==> config.mk <==
export PLATFORM = sky130hd
export DESIGN_NAME = uart_tx
export DESIGN_NICKNAME = d
export VERILOG_FILES = /design/src/rtl/uart_tx.sv
export SDC_FILE = /design/constraint.sdc
export NUM_CORES = 1
export LEC_CHECK = 0
export ABC_AREA = 1
export CORE_MARGIN = 4
export CORE_UTILIZATION = 25
export CTS_CLUSTER_DIAMETER = 60
export DETAILED_ROUTE_END_ITERATION = 10
export SLEW_MARGIN = 20
export SYNTH_ARGS = -nofsm -noshare
export SYNTH_HDL_FRONTEND = slang
export SYNTH_SLANG_ARGS = --single-unit
==> constraint.sdc <==
create_clock -name uclk -period 5.2 [get_ports uclk]
set_clock_uncertainty 0.2 [all_clocks]
set_input_delay 0.78 -clock uclk [delete_from_list [all_inputs] [get_ports uclk]]
set_output_delay 0.78 -clock uclk [all_outputs]
set_load 0.05 [all_outputs]
==> src/rtl/uart_tx.sv <==
// 8N1 UART transmitter: one start bit, eight data bits LSB first, one stop bit.
// txd and tx_done are registered; tx_done marks the final cycle of the stop bit.
module uart_tx #(
  parameter int CLK_FREQ = 50_000_000,
  parameter int BAUD     = 115_200
) (
  input  logic       uclk,
  input  logic       rst_n,
  input  logic [7:0] tx_data,
  input  logic       tx_en,
  output logic       txd,
  output logic       tx_done
);

  localparam int BPS_CNT = CLK_FREQ / BAUD;
  localparam int CNT_W   = (BPS_CNT > 1) ? $clog2(BPS_CNT) : 1;
  localparam logic [CNT_W-1:0] CNT_MAX = CNT_W'(BPS_CNT - 1);

  typedef enum logic [1:0] {
    IDLE  = 2'd0,
    START = 2'd1,
    DATA  = 2'd2,
    STOP  = 2'd3
  } state_t;

  state_t           state_q, state_d;
  logic [CNT_W-1:0] baud_q, baud_d;
  logic [2:0]       idx_q, idx_d;
  logic [7:0]       shift_q, shift_d;
  logic             txd_q, txd_d;
  logic             done_q, done_d;
  logic             wrap;

  always_ff @(posedge uclk or negedge rst_n) begin
    if (!rst_n) begin
      state_q <= IDLE;
      baud_q  <= '0;
      idx_q   <= '0;
      shift_q <= '0;
      txd_q   <= 1'b1;
      done_q  <= 1'b0;
    end else begin
      state_q <= state_d;
      baud_q  <= baud_d;
      idx_q   <= idx_d;
      shift_q <= shift_d;
      txd_q   <= txd_d;
      done_q  <= done_d;
    end
  end

  always_comb begin
    state_d = state_q;
    baud_d  = baud_q;
    idx_d   = idx_q;
    shift_d = shift_q;
    wrap    = (baud_q == CNT_MAX);

    unique case (state_q)
      IDLE: begin
        baud_d = '0;
        idx_d  = '0;
        if (tx_en) begin
          shift_d = tx_data;
          state_d = START;
        end
      end
      START: begin
        if (wrap) begin
          baud_d  = '0;
          idx_d   = '0;
          state_d = DATA;
        end else begin
          baud_d = baud_q + CNT_W'(1);
        end
      end
      DATA: begin
        if (wrap) begin
          baud_d = '0;
          if (idx_q == 3'd7) begin
            state_d = STOP;
          end else begin
            idx_d = idx_q + 3'd1;
          end
        end else begin
          baud_d = baud_q + CNT_W'(1);
        end
      end
      STOP: begin
        if (wrap) begin
          baud_d  = '0;
          state_d = IDLE;
        end else begin
          baud_d = baud_q + CNT_W'(1);
        end
      end
      default: begin
        state_d = IDLE;
      end
    endcase

    // Outputs are decoded from the next state so the registered line
    // changes on the same edge that enters each bit.
    unique case (state_d)
      START:   txd_d = 1'b0;
      DATA:    txd_d = shift_d[idx_d];
      default: txd_d = 1'b1;
    endcase
    done_d = (state_d == STOP) && (baud_d == CNT_MAX);
  end

  assign txd     = txd_q;
  assign tx_done = done_q;

endmodule

==> flow_metrics.tcl <==
set metrics [dict create \
    status "completed" \
    crit_arrival_ns 1.57 \
    root_buffer "clkbuf_8" \
    placementRows 27 \
    clk_path_buf_depth 2 \
    worst_slack_ns 2.65 \
    firstDrtPassIters 4 \
    synth_edf_count 0 \
    crit_family "buffers and inverters" \
    yosys_warnings 0 \
    holdBufCountCts 0 \
    p_leak_nw 0.809 \
    antenna_cells 0 \
    power_density_nw_per_um2 311 \
    postLayoutCoreUtil 0.302 \
    finalSetupViolations 0 \
    post-route-period-util 0.491 \
    detail-route-antenna-nets 0 \
    area_delta_synth_final_pct 16.7 \
    grt_max_degree 25 \
    peakVddDrop_mv 0.144 \
    die_y_um 83.4 \
    fin_crit_ns 2.55 \
    die_w_um 83.4 \
    post_cts_buffers 0 \
    vias_per_cell 4.28 \
    ioPinCount 13 \
    synth.distinct_cells 30 \
    cp-start-kind "flip-flop" \
    wl_per_cell_um 9.91 \
    io_buffers 12 \
    pre_cts_slack_ns 2.80 \
    initial_core_util 0.258 \
    fin_hold_ws_ns 0.283 \
    clk_pin_slew_ns 0.08 \
    synth-simple-area-share 0.371 \
    grt_util_all_layers 0.0840 \
    core-area_um2 5510 \
    final_hold_viol_count 0 \
    drt-initial-drc-count 46 \
    ys_seq_area_frac 0.423 \
    clk_latency_ns 0.27 \
    synth_xor_area_frac 0.0123 \
    die-area_um2 6960 \
    drv_cap 0 \
    rrSetupSlack_ns 3.17 \
    worstPathMaxFanout 1 \
    vias 1150 \
    cts-resized-gates 0 \
    synth_top_family_by_area "simple AND/OR/NAND/NOR gates" \
    post_route_cells_drive_above_1_share 0.168 \
    cts-htree-levels 1 \
    worst_pin_slew_ns 0.549 \
    synth_compound_area_frac 0.0633 \
    synth-async-reset-ratio 1.00 \
    path_class "reg -> out" \
    final_cell_mix "43 x nand2_1, 26 x inv_1, 24 x nand3_1" \
    crit_chain "clkdlybuf4s50_1" \
    fmax_ghz 0.392 \
    syn_area_um2 1420 \
    worstPathRequired_ns 4.22 \
    grt_pass1_vias 1111 \
    synth_nets 197 \
    dp_hpwl_mm 2.10 \
    final_common_cell "nand2_1" \
    ys.flop_type "dfrtp_1" \
    cts_tree "yes" \
    crit_slowest_cell "clkdlybuf4s50_1" \
    grt_first_pass_wirelength_mm 4.86 \
    synthAdderAreaFrac 0.0264 \
    synth.avg_cell_area_um2 7.77 \
    finalWeightedCongestion 0.818 \
    antenna_found_initial 0 \
    postRouteWirelength_mm 2.67 \
    grt_overflow 0 \
    finalSetupTns_ns 0 \
    clock_sinks 24 \
    slew_headroom 0.634 \
    cp-end-kind "output pin" \
    final_nets 212 \
    cpPeakStageDelay_ns 0.79 \
    final-max-slew-violation-count 0 \
    drc_errors 0 \
    synthMuxAreaShare 0 \
    hp-class "reg -> reg" \
    ys_ff_latch 24 \
    critPathBufInv 1 \
    rsz0062_at_grt "false" \
    netlist_instances 183 \
    numCtsBuffers 3 \
]
==> final cells by class <==
class                   instances  area (um2)
clock buffers                   4        55.1
fillers                       595        3850
inverters                      32         125
multi-input cells             125         673
flip-flops and latches         24         602
well taps                      72        90.1
repair buffers                 12         115
==> per-stage QoR <==
step / instance area (um2) / cells / total power, mW
final: 1660 / 269 / 0.516
after CTS: 1660 / 269 / 0.526
after detailed placement: 1610 / 265 / 0.396
after floorplan: 1420 / 183 / 0.359
after global placement: 1610 / 265 / 0.393
after global routing: 1660 / 269 / 0.563
==> cells in the mapped netlist, types with 4 or more instances <==
| library cell | instances | share of area |
|---|---|---|
| nor2_4 | 5 | 0.040 |
| nor2_1 | 14 | 0.037 |
| nand2_2 | 6 | 0.026 |
| nand3_1 | 24 | 0.084 |
| inv_2 | 4 | 0.011 |
| dfrtp_1 | 23 | 0.40 |
| nand2_1 | 43 | 0.11 |
| inv_1 | 26 | 0.069 |
==> layer usage <==
layer	global-route usage	vias up	routed length (um)
met4	0.0395	0	58
met5	0	-	0
met2	0.130	24	1190
li1	-	604	-
met3	0.0129	5	92
met1	0.115	517	1320
==> worst paths after layout <==
path                                       from              endpoint  cells past startpoint
setup reg to reg            baud_q[1]$_DFF_PN0_     tx_done$_DFF_PN0_                     14
hold reg to reg            shift_q[0]$_DFF_PN0_  shift_q[0]$_DFF_PN0_                      2
setup / recovery                  txd$_DFF_PN1_                   txd                      1
max in group asynchronous                 rst_n         txd$_DFF_PN1_                      1
hold / removal             shift_q[0]$_DFF_PN0_  shift_q[0]$_DFF_PN0_                      2
min in group asynchronous                 rst_n   baud_q[7]$_DFF_PN0_                      1
==> logic make-up after synthesis <==
logic type / Yosys count
buffers and inverters: 34
flip-flops: 24
XOR/XNOR: 2
adder cells (fa/ha/maj): 3
AND/OR/NAND/NOR: 106
AO/OA/AOI/OAI: 14
==> power by group <==
group,internal (mW),total [mW],switching [mW]
combinational,0.0574,0.142,0.0842
clock,0.0676,0.126,0.0586
sequential,0.221,0.249,0.0273
==> flip-flops by register name, summed over array words and instances (netlist names) <==
name and cells:
baud_q 9, txd 1, idx_q 3, tx_done 1
shift_q 8, state_q 2
Note: power is estimated with default switching activity, not from simulation.
